$ cat src/rtl/stream_mux_rr_pkg.sv
// stream_mux_rr_pkg: mode encoding and select-width helpers shared by the stream mux files
package stream_mux_rr_pkg;
  typedef enum logic {MODE_FIXED = 1'b0, MODE_RR = 1'b1} mode_e;
  function automatic int clog2(input int n);
    int r;
    r = 0;
    for (int v = n - 1; v > 0; v = v >> 1) r++;
    return r;
  endfunction
  function automatic int sel_w(input int n);
    return (clog2(n) < 1) ? 1 : clog2(n);
  endfunction
endpackage

$ cat src/rtl/stream_mux_rr_if.sv
// stream_mux_rr_if: N_CH-input valid/ready bus (in_data/in_valid/in_ready, sel, mode_rr) plus registered output (out_data/out_ch/out_valid/out_ready); master = producers+consumer, slave = mux
interface stream_mux_rr_if #(
  parameter int N_CH = 8,
  parameter int W = 8
);
  import stream_mux_rr_pkg::*;
  localparam int SELW = sel_w(N_CH);
  logic [N_CH*W-1:0] in_data;
  logic [N_CH-1:0] in_valid;
  logic [N_CH-1:0] in_ready;
  logic [SELW-1:0] sel;
  logic mode_rr;
  logic [W-1:0] out_data;
  logic [SELW-1:0] out_ch;
  logic out_valid;
  logic out_ready;
  modport master (
    output in_data, in_valid, sel, mode_rr, out_ready,
    input in_ready, out_data, out_ch, out_valid
  );
  modport slave (
    input in_data, in_valid, sel, mode_rr, out_ready,
    output in_ready, out_data, out_ch, out_valid
  );
endinterface

$ cat src/rtl/stream_mux_rr_arbiter.sv
// stream_mux_rr_arbiter: combinational grant (req, ptr, en_fixed, sel -> one-hot grant, grant_idx, hit) via rotate-by-(ptr+1) and lowest-bit priority encode
module stream_mux_rr_arbiter
  import stream_mux_rr_pkg::*;
#(
  parameter int N_CH = 8,
  localparam int SELW = sel_w(N_CH)
) (
  input  logic [N_CH-1:0] req,
  input  logic [SELW-1:0] ptr,
  input  logic [SELW-1:0] sel,
  input  logic            en_fixed,
  output logic [N_CH-1:0] grant,
  output logic [SELW-1:0] grant_idx,
  output logic            hit
);
  localparam logic [SELW:0] NC = (SELW + 1)'(N_CH);
  logic [SELW-1:0] start, off;
  logic [N_CH-1:0] rot;
  logic [SELW:0] sum;
  logic rr_hit, fix_hit;
  always_comb begin
    start = (ptr == SELW'(N_CH - 1)) ? '0 : ptr + SELW'(1);
    rot = N_CH'({req, req} >> start);
    rr_hit = 1'b0;
    off = '0;
    for (int i = N_CH - 1; i >= 0; i--)
      if (rot[i]) begin
        rr_hit = 1'b1;
        off = SELW'(i);
      end
    sum = {1'b0, start} + {1'b0, off};
    sum = (sum >= NC) ? sum - NC : sum;
    fix_hit = 1'b0;
    for (int k = 0; k < N_CH; k++)
      if (sel == SELW'(k) && req[k]) fix_hit = 1'b1;
    hit = en_fixed ? fix_hit : rr_hit;
    grant_idx = en_fixed ? sel : sum[SELW-1:0];
    grant = '0;
    for (int k = 0; k < N_CH; k++) grant[k] = hit && grant_idx == SELW'(k);
  end
endmodule

$ cat src/rtl/stream_mux_rr.sv
// stream_mux_rr: N_CH x W stream mux, fixed-select or round-robin, single registered output stage (clk, rst, bus: stream_mux_rr_if.slave)
module stream_mux_rr
  import stream_mux_rr_pkg::*;
#(
  parameter int N_CH = 8,
  parameter int W = 8
) (
  input logic clk,
  input logic rst,
  stream_mux_rr_if.slave bus
);
  localparam int SELW = sel_w(N_CH);
  logic load_en, hit;
  logic [N_CH-1:0] grant;
  logic [SELW-1:0] gidx, rr_ptr;
  logic [W-1:0] win;
  stream_mux_rr_arbiter #(.N_CH(N_CH)) u_arb (
    .req(bus.in_valid),
    .ptr(rr_ptr),
    .sel(bus.sel),
    .en_fixed(bus.mode_rr == MODE_FIXED),
    .grant(grant),
    .grant_idx(gidx),
    .hit(hit)
  );
  assign load_en = !bus.out_valid || bus.out_ready;
  assign bus.in_ready = (load_en && !rst) ? grant : '0;
  always_comb begin
    win = '0;
    for (int k = 0; k < N_CH; k++) if (grant[k]) win = bus.in_data[k*W +: W];
  end
  always_ff @(posedge clk)
    if (rst) begin
      bus.out_valid <= 1'b0;
      bus.out_data <= '0;
      bus.out_ch <= '0;
      rr_ptr <= SELW'(N_CH - 1);
    end else if (load_en) begin
      bus.out_valid <= hit;
      if (hit) begin
        bus.out_data <= win;
        bus.out_ch <= gidx;
        rr_ptr <= gidx;
      end
    end
endmodule

$ cat src/flat_wrapper.sv
// flat-port wrapper written by rule: the top's interface ports become plain ports
module stream_mux_rr_flat import stream_mux_rr_pkg::*;
#(
  parameter int N_CH = 8,
  parameter int W = 8
)
  (clk, rst, bus_in_data, bus_in_valid, bus_sel, bus_mode_rr, bus_out_ready, bus_in_ready, bus_out_data, bus_out_ch, bus_out_valid);
  stream_mux_rr_if #(.N_CH(N_CH), .W(W)) bus_i ();
  input logic clk;
  input logic rst;
  input wire logic [$bits(bus_i.in_data)-1:0] bus_in_data;
  input wire logic [$bits(bus_i.in_valid)-1:0] bus_in_valid;
  input wire logic [$bits(bus_i.sel)-1:0] bus_sel;
  input wire logic [$bits(bus_i.mode_rr)-1:0] bus_mode_rr;
  input wire logic [$bits(bus_i.out_ready)-1:0] bus_out_ready;
  output wire logic [$bits(bus_i.in_ready)-1:0] bus_in_ready;
  output wire logic [$bits(bus_i.out_data)-1:0] bus_out_data;
  output wire logic [$bits(bus_i.out_ch)-1:0] bus_out_ch;
  output wire logic [$bits(bus_i.out_valid)-1:0] bus_out_valid;
  assign bus_i.in_data = bus_in_data;
  assign bus_i.in_valid = bus_in_valid;
  assign bus_i.sel = bus_sel;
  assign bus_i.mode_rr = bus_mode_rr;
  assign bus_i.out_ready = bus_out_ready;
  assign bus_in_ready = bus_i.in_ready;
  assign bus_out_data = bus_i.out_data;
  assign bus_out_ch = bus_i.out_ch;
  assign bus_out_valid = bus_i.out_valid;
  stream_mux_rr #(.N_CH(N_CH), .W(W)) u_core (.clk(clk), .rst(rst), .bus(bus_i));
endmodule
$ cat config.mk
export PLATFORM = sky130hd
export DESIGN_NAME = stream_mux_rr_flat
export DESIGN_NICKNAME = d
export VERILOG_FILES = /design/src/rtl/stream_mux_rr_pkg.sv /design/src/rtl/stream_mux_rr_if.sv /design/src/rtl/stream_mux_rr_arbiter.sv /design/src/rtl/stream_mux_rr.sv /design/src/flat_wrapper.sv
export SDC_FILE = /design/constraint.sdc
export NUM_CORES = 1
export LEC_CHECK = 0
export ABC_AREA = 1
export CAP_MARGIN = 15
export CORE_MARGIN = 4
export CORE_UTILIZATION = 45
export CTS_CLUSTER_DIAMETER = 50
export DETAILED_ROUTE_END_ITERATION = 8
export PLACE_DENSITY = 0.88
export SYNTH_ARGS = -nofsm -noshare
export SYNTH_HDL_FRONTEND = slang
export SYNTH_SLANG_ARGS = --single-unit
export TNS_END_PERCENT = 30
$ cat constraint.sdc
create_clock -name clk -period 9.43 [get_ports clk]
set_clock_uncertainty 0.15 [all_clocks]
set_input_delay 0.943 -clock clk [delete_from_list [all_inputs] [get_ports clk]]
set_output_delay 0.943 -clock clk [all_outputs]
set_load 0.02 [all_outputs]
==> impl_summary.log, run 1 <==
INFO  metric status = finished, final reports clean
INFO  metric final_count_of_negative_setup_slack_endpoints = 0
INFO  metric grt_antenna_before_repair = 0
INFO  metric maximum_number_of_pins_on_one_net_before_global_route_repair = 29
INFO  metric post_synthesis_sequential_element_count = 15
INFO  metric cts_inserted_buffers = 3
INFO  metric clk_buf_depth = 2
INFO  metric static-leakage-power = 1.30 nW
INFO  metric groute.usage.overall = 0.250
INFO  metric die_area = 0.00562 mm²
INFO  metric design.portCount = 99
INFO  metric core-area = 0.00435 mm²
INFO  metric vdd.ir_drop.worst = 147 µV
INFO  metric post-dp-hpwl = 5800 µm
INFO  metric place_area = 0.00298 mm²
INFO  metric combinational_cell_fraction_of_total_power = 0.750
INFO  metric timing.critical_path.fanout_max = 17
INFO  metric first_pass_grt_wire_length = 11000 µm
INFO  metric ys_seq_area_frac = 0.149
INFO  metric fin_worst_hold_slack = 315 ps
INFO  metric routed_via_density = 5.36
INFO  metric hold_path_class = reg -> reg
INFO  metric origin_of_the_worst_setup_path = bus_in_valid[7]
INFO  metric reg2reg_slack = 4700 ps
INFO  metric netlist.area_leader.share = 0.184
INFO  metric cells_taking_the_most_area_after_synthesis = nand2_1, dfxtp_1, nand3_1, nand4_1, inv_1
INFO  metric criticalPathCategory = in -> out
INFO  metric portBuffers = 98
INFO  metric worst_setup_path_start_kind = input port
INFO  metric cap_viol_max_count = 0
INFO  metric hold_path_startpoint = u_core.rr_ptr[2]
INFO  metric synth_fp_nets = 429
INFO  metric starting_density_of_the_core = 0.464
INFO  metric relSlewSlack = 0.328
INFO  metric totalNegativeSetupSlack = 0 ps
INFO  metric wire_per_inst = 14.9 µm
INFO  metric clock_power_share = 0.094
INFO  metric synth.lib_cells_used.distinct = 34
INFO  metric timing_hold_violations_final = 0
INFO  metric period_minus_slack = 6120 ps
INFO  metric row_count = 24
INFO  metric worstReg2RegEnd = u_core.bus.out_data[6]
INFO  metric timing.hold.worst_endpoint = u_core.rr_ptr[2]
INFO  metric report.final.slew_viol_count = 0
INFO  metric cts_tree = done
INFO  metric yosys_warnings = 0
INFO  metric grt.overflow.total = 0
INFO  metric grt_setup_unrepaired = false
INFO  metric yosys.cell_count.top_type = nand2_1
INFO  metric total_power = 0.540 mW
INFO  metric crit_required = 8340 ps
INFO  metric clock_tree.root_cell = clkbuf_8
INFO  metric synth_flop_cell = dfxtp_1
INFO  metric clock_insertion_delay_worst_skew = 240 ps
INFO  metric drive_above_1_share = 0.0966
INFO  metric internal_power = 0.255 mW
INFO  metric syn-instance-count = 347
INFO  metric cts.htree.levels = 1
INFO  metric post_synth_most_frequent_cells = nand2_1, nand3_1, inv_1
INFO  metric worst_slew_pin_slew = 997 ps
INFO  metric synth_edf_count = 0
INFO  metric final.fill_count = 379
INFO  metric syn_avg_cell_area = 5.82 µm²
INFO  metric post-route-cell-area = 0.00303 mm²
INFO  metric ctsResizeCount = 0
INFO  metric cp.arrival = 5020 ps
INFO  metric first_global_vias = 2339
INFO  metric synthDominantAreaCellType = nand2_1
INFO  metric post_cts_hold_buffer_count = 0
INFO  metric postSynth.asyncResetShare = 0
INFO  metric whs_path_depth = 2
INFO  metric count_of_unresolved_drc_violations_after_routing = 0
INFO  metric synth_area = 0.00202 mm²
INFO  metric dieHeight = 75.0 µm
INFO  metric antennaDiodeCount = 0
INFO  metric globalplace.congestion = 0.939
INFO  metric floorplan.die.width = 75.0 µm
INFO  metric final_nets = 518
INFO  metric power.share.switching = 0.529
INFO  metric timing.rr.start = u_core.rr_ptr[0]
INFO  metric clk_transition_reported_paths = 60 ps
INFO  metric p_seq_frac = 0.156
INFO  metric finalWirelength = 7270 µm
INFO  metric vias = 2612
INFO  metric fmax = 164 MHz
INFO  metric crit_path_end_kind = output pin
INFO  metric cells_on_worst_reg2reg_path = 25
INFO  metric post-route-period-util = 0.649
INFO  metric postLayoutSetupSlackWorst = 3310 ps
INFO  metric final_antenna_net_count = 0
INFO  metric pwr_density_cell = 178 mW/mm²
INFO  metric first_pass_iters = 5
INFO  metric areaGrowthSynthToFinish = 49.9%
INFO  metric setup_slack_placement = 3400 ps
INFO  metric cts_setup_buffers = 0
INFO  metric power.net_switching = 0.286 mW
INFO  metric cts_num_sinks = 15
INFO  metric drt_iter0_drc = 233
## worst max-delay path by stage
stage | endpoint | slack (ps)
6_report | bus_in_ready[4] | 3310
2_1_floorplan | bus_in_ready[4] | 4750
4_1_cts | bus_in_ready[4] | 3390
3_5_place_dp | bus_in_ready[4] | 3400
5_1_grt | bus_in_ready[4] | 3050
3_3_place_gp | bus_in_ready[4] | 3490
## registers in the layout (all words and copies together), names as in the netlist
signal,flops
u_core.bus.out_data,8
u_core.bus.out_ch,3
u_core.bus.out_valid,1
u_core.rr_ptr,3
## kinds of logic after synthesis
| group | count (synthesis) | share of synthesized area |
|---|---|---|
| AOI/OAI and AO/OA | 47 | 0.152 |
| adders and majority gates | 3 | 0.0223 |
| xor gates and xnor gates | 1 | 0.00434 |
| DFF | 15 | 0.149 |
| buffers and inverters | 54 | 0.118 |
| and+or+nand+nor | 227 | 0.554 |
## critical path: stages
cell and delay, ps:
clkdlybuf4s50_1 490, inv_1 120, nand2_1 60, nand3_1 120
nand3_1 120, nand2_1 80, nand2_1 50, nand2_1 50
nand2_1 40, nand2_1 50, nand2_1 40, nand2_1 80
nand3_2 100, fa_1 510, nand2_1 60, o21ai_2 210
clkinv_1 600, nor2_4 430, nand2_4 80, nor3_1 140
clkdlybuf4s50_1 630
## layout by cell type (no fill, tap or decap)
master,count
nand2_1,99
clkdlybuf4s50_1,98
nand3_1,39
inv_1,36
nor2_1,33
nand4_1,28
dfxtp_1,15
o21ai_0,13
o211ai_1,8
a21oi_2,7
nor2_4,6
nand2_2,6
o21ai_2,6
a21oi_1,6
nand2_4,5
o21ai_1,5
nand3_2,3
nor3_1,3
clkbuf_8,3
inv_2,2
ha_1,2
o21bai_1,1
nor2_2,1
xor2_1,1
nand3b_1,1
and2_1,1
nor4_1,1
a31oi_1,1
clkinv_4,1
clkinv_1,1
nor2_8,1
fa_1,1
clkinv_2,1
## through the flow
stage / utilization / std cells
2_1_floorplan: - / 347
3_3_place_gp: 0.685 / 483
3_5_place_dp: 0.685 / 483
4_1_cts: 0.695 / 487
5_1_grt: 0.695 / 487
6_report: 0.695 / 487
## power by group through the flow
stage	logic [mW]	clock network (mW)	registers, mW
2_1_floorplan	0.276	0	0.0972
3_3_place_gp	0.390	0	0.0844
3_5_place_dp	0.396	0	0.0854
4_1_cts	0.400	0.0521	0.0843
5_1_grt	0.444	0.0558	0.0855
6_report	0.405	0.0506	0.0844
## per-layer routing
metal / global-route usage / share of wire / wire length [µm] / vias to the layer above
met4: 0.0870 / 0.025 / 183 / 0
met2: 0.417 / 0.49 / 3580 / 77
met1: 0.341 / 0.43 / 3160 / 1179
met5: 0 / 0 / 0 / -
met3: 0.0160 / 0.047 / 345 / 16
li1: - / - / - / 1340
## cell type report
type                       count  area, µm²  area share
sequential                    15        300      0.0992
timing repair buffer          98        981       0.324
clock buffer                   3       41.3      0.0136
clock inverter                 1       5.00     0.00165
multi-input combinational    278       1480       0.489
inverter                      40        155      0.0512
tap                           52       65.1      0.0215
Note: power is estimated with default switching activity, not from simulation.
==> run 2, diff against run 1 <==
CORE_UTILIZATION = 37   (was 45)
PLACE_DENSITY = 0.77   (was 0.88)
clock period = 5.3 ns   (was 9.43 ns; I/O delays follow)
==> impl_summary.log, run 2 (synthesis gave the netlist of run 1 again) <==
INFO  metric wire_per_inst = 14.9 µm
INFO  metric period_minus_slack = 4960 ps
INFO  metric final_antenna_net_count = 0
INFO  metric routed_via_density = 5.26
INFO  metric portBuffers = 98
INFO  metric post-dp-hpwl = 6030 µm
INFO  metric count_of_unresolved_drc_violations_after_routing = 0
INFO  metric vias = 2706
INFO  metric gr-usage-met3 = 0.0197
INFO  metric static-leakage-power = 1.36 nW
INFO  metric groute.usage.overall = 0.218
INFO  metric clock_tree.root_cell = clkbuf_8
INFO  metric clock_insertion_delay_worst_skew = 240 ps
INFO  metric fin_util = 0.603
INFO  metric drt_iter0_drc = 215
INFO  metric cp.arrival = 4280 ps
INFO  metric worst_slew_pin_slew = 773 ps
INFO  metric relSlewSlack = 0.483
INFO  metric drive_above_1_share = 0.126
INFO  metric top_regs = u_core.bus.out_data: 8 flops, u_core.bus.out_ch: 3 flops, u_core.rr_ptr: 3 flops
INFO  metric finalWirelength = 7670 µm
INFO  metric core-area = 0.00520 mm²
INFO  metric final.fill_count = 507
INFO  metric crit_path_end_kind = output pin
INFO  metric grt_util_met1 = 0.306
INFO  metric status = finished, final reports clean
INFO  metric registers.top_by_ff_count = u_core.bus.out_data
INFO  metric globalplace.congestion = 0.954
INFO  metric grt_antenna_before_repair = 0
INFO  metric final_cell_count_no_fill = 514
INFO  metric layout_common_cells = nand2_1, clkdlybuf4s50_1, nand3_1
INFO  metric die_area = 0.00670 mm²
INFO  metric groute.layer.met2.usage = 0.348
INFO  metric final_nets = 527
INFO  metric totalNegativeSetupSlack = 0 ps
INFO  metric place.detailed.instances = 502
INFO  metric cts_tree = done
INFO  metric maximum_number_of_pins_on_one_net_before_global_route_repair = 29
INFO  metric criticalPathCategory = reg -> out
INFO  metric dieHeight = 81.9 µm
INFO  metric clk_buf_depth = 2
INFO  metric cts_inserted_buffers = 3
INFO  metric floorplan.die.width = 81.9 µm
INFO  metric final_common_cell = nand2_1
INFO  metric timing.critical_path.fanout_max = 10
INFO  metric row_count = 26
INFO  metric crit_required = 4620 ps
INFO  metric first_global_vias = 2478
INFO  metric first_pass_iters = 5
INFO  metric areaGrowthSynthToFinish = 55.4%
INFO  metric starting_density_of_the_core = 0.388
INFO  metric report.final.slew_viol_count = 0
INFO  metric vdd.ir_drop.worst = 274 µV
INFO  metric largest_register_ffs = 8
INFO  metric grt_setup_unrepaired = false
INFO  metric timing_hold_violations_final = 0
INFO  metric hold_path_class = reg -> reg
INFO  metric grt.overflow.total = 0
INFO  metric worst_setup_path_start_kind = register
INFO  metric antennaDiodeCount = 0
INFO  metric design.portCount = 99
INFO  metric post-route-period-util = 0.935
INFO  metric first_pass_grt_wire_length = 11600 µm
INFO  metric grt_most_used_layer = met2
INFO  metric cts_num_sinks = 15
INFO  metric fmax = 202 MHz
INFO  metric cap_viol_max_count = 0
INFO  metric pwr_density_cell = 321 mW/mm²
INFO  metric clk_transition_reported_paths = 50 ps
INFO  metric final_count_of_negative_setup_slack_endpoints = 0
INFO  metric cts.htree.levels = 1
==> run 2: worst max-delay path, cell delays in order (launching register included) <==
cell and delay [ps]:
dfxtp_2 360, ha_1 210, ha_2 230, nor2_4 220
nand2_1 110, nand3_1 130, nand3_1 100, nand2_1 80
nand2_1 50, nand2_1 50, nand2_1 40, nand2_1 50
nand2_1 40, nand2_1 90, nand3_2 100, fa_1 490
nand2_1 60, o21ai_2 230, inv_2 180, nor2_4 310
nand2_4 90, nor3_1 160, clkdlybuf4s50_1 630
==> run 2: worst paths after layout <==
kind / start / endpoint / slack [ps] / cells after the start
hold / removal: u_core.bus.out_ch[1] / u_core.bus.out_ch[1] / 320 / 2
hold reg to reg: u_core.bus.out_ch[1] / u_core.bus.out_ch[1] / 320 / 2
setup reg to reg: u_core.rr_ptr[0] / u_core.bus.out_data[7] / 1150 / 28
setup / recovery: u_core.rr_ptr[0] / bus_in_ready[4] / 340 / 22
==> run 2: through the flow <==
stage	total power, mW	area [µm²]	hold WS [ps]	worst slack (ps)
after floorplan	0.665	2020	283	1030
after global placement	0.859	3010	304	425
after detailed placement	0.868	3010	309	324
after CTS	0.959	3060	324	61.4
after global routing	1.09	3140	344	27.9
final	1.01	3140	318	345
==> run 2: power breakdown <==
| group | internal [mW] | switching [mW] |
|---|---|---|
| Clock | 0.0530 | 0.0338 |
| Combinational | 0.292 | 0.476 |
| Sequential | 0.136 | 0.0139 |
| Total | 0.482 | 0.524 |
==> run 2: layer usage <==
| layer | vias to the layer above | wire (µm) |
|---|---|---|
| met1 | 1231 | 3380 |
| met3 | 14 | 477 |
| met2 | 107 | 3620 |
| met5 | - | 0 |
| li1 | 1354 | - |
| met4 | 0 | 189 |
==> run 2: final cells by class <==
| cell class | count | area [µm²] | area share |
|---|---|---|---|
| Multi-Input combinational cell | 280 | 1520 | 0.483 |
| Clock buffer | 4 | 45.0 | 0.0144 |
| Sequential cell | 15 | 302 | 0.0961 |
| Tap cell | 70 | 87.6 | 0.0279 |
| Inverter | 40 | 155 | 0.0494 |
| Timing Repair Buffer | 105 | 1030 | 0.329 |
==> run 2: timing repair <==
item,CTS,global route
hold buffers,0,0
setup endpoints to repair,0,8
buffers inserted,0,5
resized for setup,0,9
